File: config.mk
export PLATFORM = sky130hd
export DESIGN_NAME = simon_datapath_digit_serial
export DESIGN_NICKNAME = d
export VERILOG_FILES = /design/src/rtl/simon_serial_pkg.sv /design/src/rtl/simon_f_digit.sv /design/src/rtl/simon_datapath_digit_serial.sv
export SDC_FILE = /design/constraint.sdc
export NUM_CORES = 1
export LEC_CHECK = 0
export BUFFER_PORTS_ARGS = -buffer_cell sky130_fd_sc_hd__clkbuf_2
export CORE_MARGIN = 2
export CORE_UTILIZATION = 57
export CTS_CLUSTER_SIZE = 8
export DETAILED_ROUTE_END_ITERATION = 16
export GPL_ROUTABILITY_DRIVEN = 0
export GPL_TIMING_DRIVEN = 1
export HOLD_SLACK_MARGIN = 0.05
export PLACE_DENSITY = 0.85
export SLEW_MARGIN = 20
export SYNTH_ARGS = -nofsm -noshare
export SYNTH_HDL_FRONTEND = slang
export SYNTH_HIERARCHICAL = 1
export SYNTH_SLANG_ARGS = --single-unit
File: constraint.sdc
create_clock -name clk -period 3.24 [get_ports clk]
set_input_delay 0.162 -clock clk [delete_from_list [all_inputs] [get_ports clk]]
set_output_delay 0.162 -clock clk [all_outputs]
set_load 0.005 [all_outputs]
File: src/rtl/simon_serial_pkg.sv
// Shared definitions for the digit-serial SIMON datapath: control states,
// standard round counts, parameter legality and modular index helper.
package simon_serial_pkg;

  typedef enum logic [1:0] {
    IDLE   = 2'd0,
    LOAD   = 2'd1,
    RUN    = 2'd2,
    UNLOAD = 2'd3
  } state_e;

  // Standard SIMON round count for word size n and key words m (0 if unknown).
  function automatic int unsigned rounds_for(input int unsigned n, input int unsigned m);
    int unsigned r;
    r = 0;
    case (n)
      16: if (m == 4) r = 32;
      24: if (m == 3 || m == 4) r = 36;
      32: r = (m == 3) ? 42 : ((m == 4) ? 44 : 0);
      48: r = (m == 2) ? 52 : ((m == 3) ? 54 : 0);
      64: r = (m == 2) ? 68 : ((m == 3) ? 69 : ((m == 4) ? 72 : 0));
      default: r = 0;
    endcase
    return r;
  endfunction

  // True when the word size, digit width and round count form a usable datapath.
  function automatic bit params_legal(input int unsigned n, input int unsigned d,
                                      input int unsigned rounds);
    bit n_ok;
    n_ok = (n == 16) || (n == 24) || (n == 32) || (n == 48) || (n == 64);
    return n_ok && (d >= 1) && (d <= 8) && ((n % d) == 0) && (rounds >= 2);
  endfunction

  // (j - off) mod n for 0 <= j < n and off <= n, without a divider.
  function automatic int unsigned wrap_back(input int unsigned j, input int unsigned off,
                                            input int unsigned n);
    return (j >= off) ? (j - off) : (j + n - off);
  endfunction

endpackage

File: src/rtl/simon_f_digit.sv
// Combinational SIMON round function for one D-bit digit.
//   x_i      : full x word (held static across a round)
//   y_i      : current y digit (bits c*D .. c*D+D-1 of y)
//   k_i      : current round-key digit
//   idx_i    : digit index c within the word
//   xnew_c_o : new x bits c*D .. c*D+D-1
module simon_f_digit
  import simon_serial_pkg::*;
#(
  parameter int unsigned N = 64,
  parameter int unsigned D = 1,
  localparam int unsigned CW = $clog2(N / D),
  localparam int unsigned IW = $clog2(N)
) (
  input  logic [N-1:0]  x_i,
  input  logic [D-1:0]  y_i,
  input  logic [D-1:0]  k_i,
  input  logic [CW-1:0] idx_i,
  output logic [D-1:0]  xnew_c_o
);

  // Left rotations by 1, 2 and 8 become reads of x at j-1, j-2, j-8 mod N.
  for (genvar t = 0; t < D; t++) begin : g_bit
    logic [IW-1:0] s1;
    logic [IW-1:0] s2;
    logic [IW-1:0] s8;

    always_comb begin
      s1 = IW'(wrap_back(32'(idx_i) * D + 32'(t), 1, N));
      s2 = IW'(wrap_back(32'(idx_i) * D + 32'(t), 2, N));
      s8 = IW'(wrap_back(32'(idx_i) * D + 32'(t), 8, N));
    end

    assign xnew_c_o[t] = y_i[t] ^ (x_i[s1] & x_i[s8]) ^ x_i[s2] ^ k_i[t];
  end

endmodule

File: src/rtl/simon_datapath_digit_serial.sv
// Digit-serial SIMON 2N/mN encryption datapath, D bits per clock.
//   clk, reset     : clock, synchronous active-low reset
//   start          : begin a block (IDLE only)
//   pt_digit/valid : plaintext digits, y LSB digit first then x (LOAD only)
//   key_digit      : round-key digit for (round_cnt, digit_cnt), sampled while key_req
//   key_req        : high in RUN
//   round_cnt      : current round
//   digit_cnt      : digit index within the current phase
//   ct_digit/valid : ciphertext digits in load order, with ct_ready handshake
//   busy           : block in progress
//   done           : one-cycle pulse after the last ciphertext handshake
module simon_datapath_digit_serial
  import simon_serial_pkg::*;
#(
  parameter int unsigned N      = 64,
  parameter int unsigned D      = 1,
  parameter int unsigned ROUNDS = rounds_for(64, 2),
  localparam int unsigned RW    = $clog2(ROUNDS),
  localparam int unsigned DCW   = $clog2(2 * N / D)
) (
  input  logic           clk,
  input  logic           reset,
  input  logic           start,
  input  logic [D-1:0]   pt_digit,
  input  logic           pt_valid,
  input  logic [D-1:0]   key_digit,
  output logic           key_req,
  output logic [RW-1:0]  round_cnt,
  output logic [DCW-1:0] digit_cnt,
  output logic [D-1:0]   ct_digit,
  output logic           ct_valid,
  input  logic           ct_ready,
  output logic           busy,
  output logic           done
);

  localparam int unsigned CW      = $clog2(N / D);
  localparam int unsigned RUN_LAST = N / D - 1;
  localparam int unsigned IO_LAST  = 2 * N / D - 1;

  if (!params_legal(N, D, ROUNDS)) begin : g_param_check
    $error("simon_datapath_digit_serial: illegal N/D/ROUNDS combination");
  end

  state_e         state_q;
  logic [N-1:0]   x_q;
  logic [N-1:0]   y_q;
  // Lowest digit of the new-x accumulator is never read back before commit,
  // so only the upper N-D bits are stored.
  logic [N-D-1:0] xn_q;
  logic [RW-1:0]  round_cnt_q;
  logic [DCW-1:0] digit_cnt_q;
  logic           busy_q;
  logic           done_q;

  logic [D-1:0]   xnew_c;
  logic [N-1:0]   xn_full_d;

  simon_f_digit #(.N(N), .D(D)) u_f_digit (
    .x_i      (x_q),
    .y_i      (y_q[D-1:0]),
    .k_i      (key_digit),
    .idx_i    (digit_cnt_q[CW-1:0]),
    .xnew_c_o (xnew_c)
  );

  // Accumulator with this cycle's digit shifted in at the top.
  assign xn_full_d = {xnew_c, xn_q};

  // Control FSM and datapath registers.
  always_ff @(posedge clk) begin
    if (!reset) begin
      state_q     <= IDLE;
      x_q         <= '0;
      y_q         <= '0;
      xn_q        <= '0;
      round_cnt_q <= '0;
      digit_cnt_q <= '0;
      busy_q      <= 1'b0;
      done_q      <= 1'b0;
    end else begin
      done_q <= 1'b0;
      case (state_q)
        IDLE: begin
          if (start) begin
            state_q     <= LOAD;
            digit_cnt_q <= '0;
            busy_q      <= 1'b1;
          end
        end

        LOAD: begin
          if (pt_valid) begin
            {x_q, y_q} <= {pt_digit, x_q, y_q[N-1:D]};
            if (digit_cnt_q == DCW'(IO_LAST)) begin
              state_q     <= RUN;
              digit_cnt_q <= '0;
              round_cnt_q <= '0;
            end else begin
              digit_cnt_q <= digit_cnt_q + DCW'(1);
            end
          end
        end

        RUN: begin
          xn_q <= xn_full_d[N-1:D];
          if (digit_cnt_q == DCW'(RUN_LAST)) begin
            // Round commit: Feistel swap with the completed new x.
            y_q         <= x_q;
            x_q         <= xn_full_d;
            digit_cnt_q <= '0;
            if (round_cnt_q == RW'(ROUNDS - 1)) begin
              state_q     <= UNLOAD;
              round_cnt_q <= '0;
            end else begin
              round_cnt_q <= round_cnt_q + RW'(1);
            end
          end else begin
            y_q         <= y_q >> D;
            digit_cnt_q <= digit_cnt_q + DCW'(1);
          end
        end

        UNLOAD: begin
          if (ct_ready) begin
            {x_q, y_q} <= {{D{1'b0}}, x_q, y_q[N-1:D]};
            if (digit_cnt_q == DCW'(IO_LAST)) begin
              state_q     <= IDLE;
              digit_cnt_q <= '0;
              busy_q      <= 1'b0;
              done_q      <= 1'b1;
            end else begin
              digit_cnt_q <= digit_cnt_q + DCW'(1);
            end
          end
        end

        default: begin
          state_q <= IDLE;
          busy_q  <= 1'b0;
        end
      endcase
    end
  end

  assign key_req   = (state_q == RUN);
  assign ct_valid  = (state_q == UNLOAD);
  assign ct_digit  = y_q[D-1:0];
  assign round_cnt = round_cnt_q;
  assign digit_cnt = digit_cnt_q;
  assign busy      = busy_q;
  assign done      = done_q;

endmodule
==> results_dict.tcl <==
set metrics [dict create \
    status "finished clean" \
    routedWlPerCell_um 20.7 \
    cts.path.max_buffers 3 \
    cts_tree "done" \
    clockRootBuffer "clkbuf_16" \
    syn_avg_cell_area_um2 9.90 \
    clock_skew_ns 0.0142 \
    die_y_um 140 \
    wirelength_mm 26.3 \
    finalCritPeriodShare_pct 94.2 \
    n_antenna_cell 0 \
    nets 1060 \
    post_dp_cell_area_mm2 0.0108 \
    slew_viol_final 0 \
    syn_nets 1081 \
    overflow 0 \
    ir_drop_mv 1.18 \
    fin_setup_tns_ns 0 \
    register_area_mm2 0.00419 \
    critPathRequiredTime_ns 3.68 \
    clkSinkCount 209 \
    p_int_mw 6.97 \
    core.rowCount 49 \
    startpoint_type "flop" \
    insertion_delay_ns 0.53 \
    vias 8888 \
    drc_errors 0 \
    p_per_area_mw_per_mm2 973 \
    hold_depth 6 \
    multi_input_area_mm2 0.00590 \
    whs_ns 0.381 \
    layout-drive-gt1-share_pct 14.4 \
    power_mw 11.3 \
    synth_edf_count 0 \
    post_synth_num_cell_types 49 \
    hold_viol 0 \
    ys_warn_count 6 \
    synthArstFlopShare_pct 0 \
    ioPinCount 26 \
    vias_per_cell 6.99 \
    cts_buffers 30 \
    synth_seq_area_share_pct 39.8 \
    p_seq_share_pct 38.6 \
    cap_violations 0 \
    tightestPinTransition_ns 0.996 \
    reg2reg_from "digit_cnt[2]" \
    grt_max_degree 193 \
    ys_seq_elements 209 \
    setup_violations 0 \
    hold_class "in2reg" \
    worstReg2RegEnd "x_q[63]" \
    path_max_fanout 11 \
    combPwrFrac_pct 37.5 \
    switching_share_pct 38.3 \
    syn-cell-area_mm2 0.0105 \
    relSlewSlack_pct 33.6 \
    clock_power_share_pct 23.8 \
    p_sw_mw 4.34 \
    reg2reg_slack_ns 0.19 \
    core-area_mm2 0.0180 \
    io_buffers 25 \
    p_leak_nw 3.80 \
    cp-startpoint "digit_cnt[2]" \
    die_x_um 140 \
    area_growth_pct 10.5 \
    fin_util_pct 64.5 \
    initial_core_util_pct 58.3 \
    synthFlopType "dfxtp_1" \
    rr_worst_depth 13 \
    layout_common_cells "208 x dfxtp_1, 144 x mux2i_1, 141 x a21oi_1" \
    crit_type "reg2reg" \
    grt_pass1_wl_mm 42.8 \
    grt_usage_pct 25.9 \
    antenna_found_initial 0 \
    htree_levels 1 \
    rsz0062_at_grt "no" \
    die_area_mm2 0.0196 \
    n_fill_cell 1344 \
    dr.pass1.iters 5 \
    drtIter0Drc 1070 \
    max_freq_mhz 327 \
    crit_arrival_ns 3.49 \
    period_minus_slack_ns 3.05 \
    min_to "xn_q[62]" \
    netlist_instances 1062 \
    grt_pass1_vias 8428 \
    dp_hpwl_mm 15.3 \
    layout_commonest_cell "dfxtp_1" \
    ant_nets 0 \
    stdcell_area_mm2 0.0116 \
    worst_setup_path_end_kind "flop" \
    min-delay-start "key_digit" \
    clk_pin_slew_ns 0.05 \
]
==> kinds of logic after synthesis <==
logic type               count (synthesis)  synth area share [%]
XOR/XNOR                                15                  1.32
buffers and inverters                  117                  4.85
multiplexers                           195                  24.5
AO/OA/AOI/OAI                          372                  21.6
adder cells (fa/ha/maj)                 12                  1.43
AND/OR/NAND/NOR                        142                  6.50
flip-flops                             209                  39.8
==> worst max-delay path, stage by stage, from the launching register on <==
cell,delay [ns]
dfxtp_1,0.31
inv_1,0.11
buf_4,0.18
ha_1,0.25
xor2_2,0.25
buf_4,0.26
mux2i_1,0.33
mux2i_1,0.16
a211o_1,0.32
o211ai_1,0.10
xnor2_1,0.16
xnor2_1,0.16
a22oi_1,0.11
a211oi_1,0.25
==> power by group through the flow <==
stage	sequential, mW	combinational (mW)	clock [mW]
2_1_floorplan	3.93	3.42	0
3_3_place_gp	4.29	3.93	0
3_5_place_dp	4.33	4.09	0
4_1_cts	4.30	4.16	2.72
5_1_grt	4.42	4.63	2.83
6_report	4.37	4.24	2.70
==> metal layers <==
metal  global-route usage [%]  share of wire, %  wire length, µm
met1                     33.7                40            10600
met2                     42.7                48            12700
met3                     5.13               8.5             2230
met4                     10.3               3.2              852
met5                        0                 0                0
==> area by class of cell <==
cell class                      instances  share of cell area, %
Multi-Input combinational cell        736                   50.8
Sequential cell                       209                   36.0
Clock buffer                           32                   6.71
Timing Repair Buffer                   52                   3.53
Tap cell                              229                   2.47
Inverter                               12                  0.409
Clock inverter                          1                 0.0754
==> registers in the layout, summed over array words and instances, names as in the netlist <==
name,count
x_q,64
y_q,64
xn_q,63
digit_cnt,7
round_cnt,7
state_q,2
busy,1
done,1
==> synthesized netlist by cell type, drive strengths merged, types with 2 or more instances <==
cell type	instances	area (µm²)
nor3b	2	15.0
or4	3	26.3
or3	6	42.5
a211oi	73	553
nor4b	2	17.5
a31oi	4	25.0
nand2	17	63.8
xnor2	9	78.8
nor2	68	255
nor2b	12	82.6
nor4	3	18.8
clkbuf	55	206
xor2	6	60.1
nand3b	2	15.0
o2111ai	2	17.5
o31ai	4	30.0
o21ai	74	370
ha	12	150
dfxtp	209	4180
and3	2	12.5
buf	50	259
a22oi	65	488
mux4	50	1130
nand3	10	50.1
nor3	11	55.1
inv	12	45.0
o2111a	2	22.5
a21oi	141	706
mux2i	144	1440
==> worst max-delay path by stage <==
stage                   end
global placement    x_q[63]
floorplan           x_q[63]
CTS                 x_q[63]
finish              x_q[63]
detailed placement  x_q[63]
global route        x_q[63]
==> metrics by stage <==
stage / instances / setup slack (ns)
detailed placement: 1234 / 0.194
finish: 1271 / 0.187
global placement: 1234 / 0.289
global route: 1271 / 0.0234
CTS: 1270 / 0.0746
floorplan: 1062 / 0.118
==> timing repair <==
item | 4_1_cts | 5_1_grt
buffers inserted | 0 | 1
hold buffers | 3 | 0
hold endpoints to repair | 3 | 0
setup endpoints to repair | 0 | 2
gates resized for setup | 0 | 8
(Power assumes the default switching activity.)
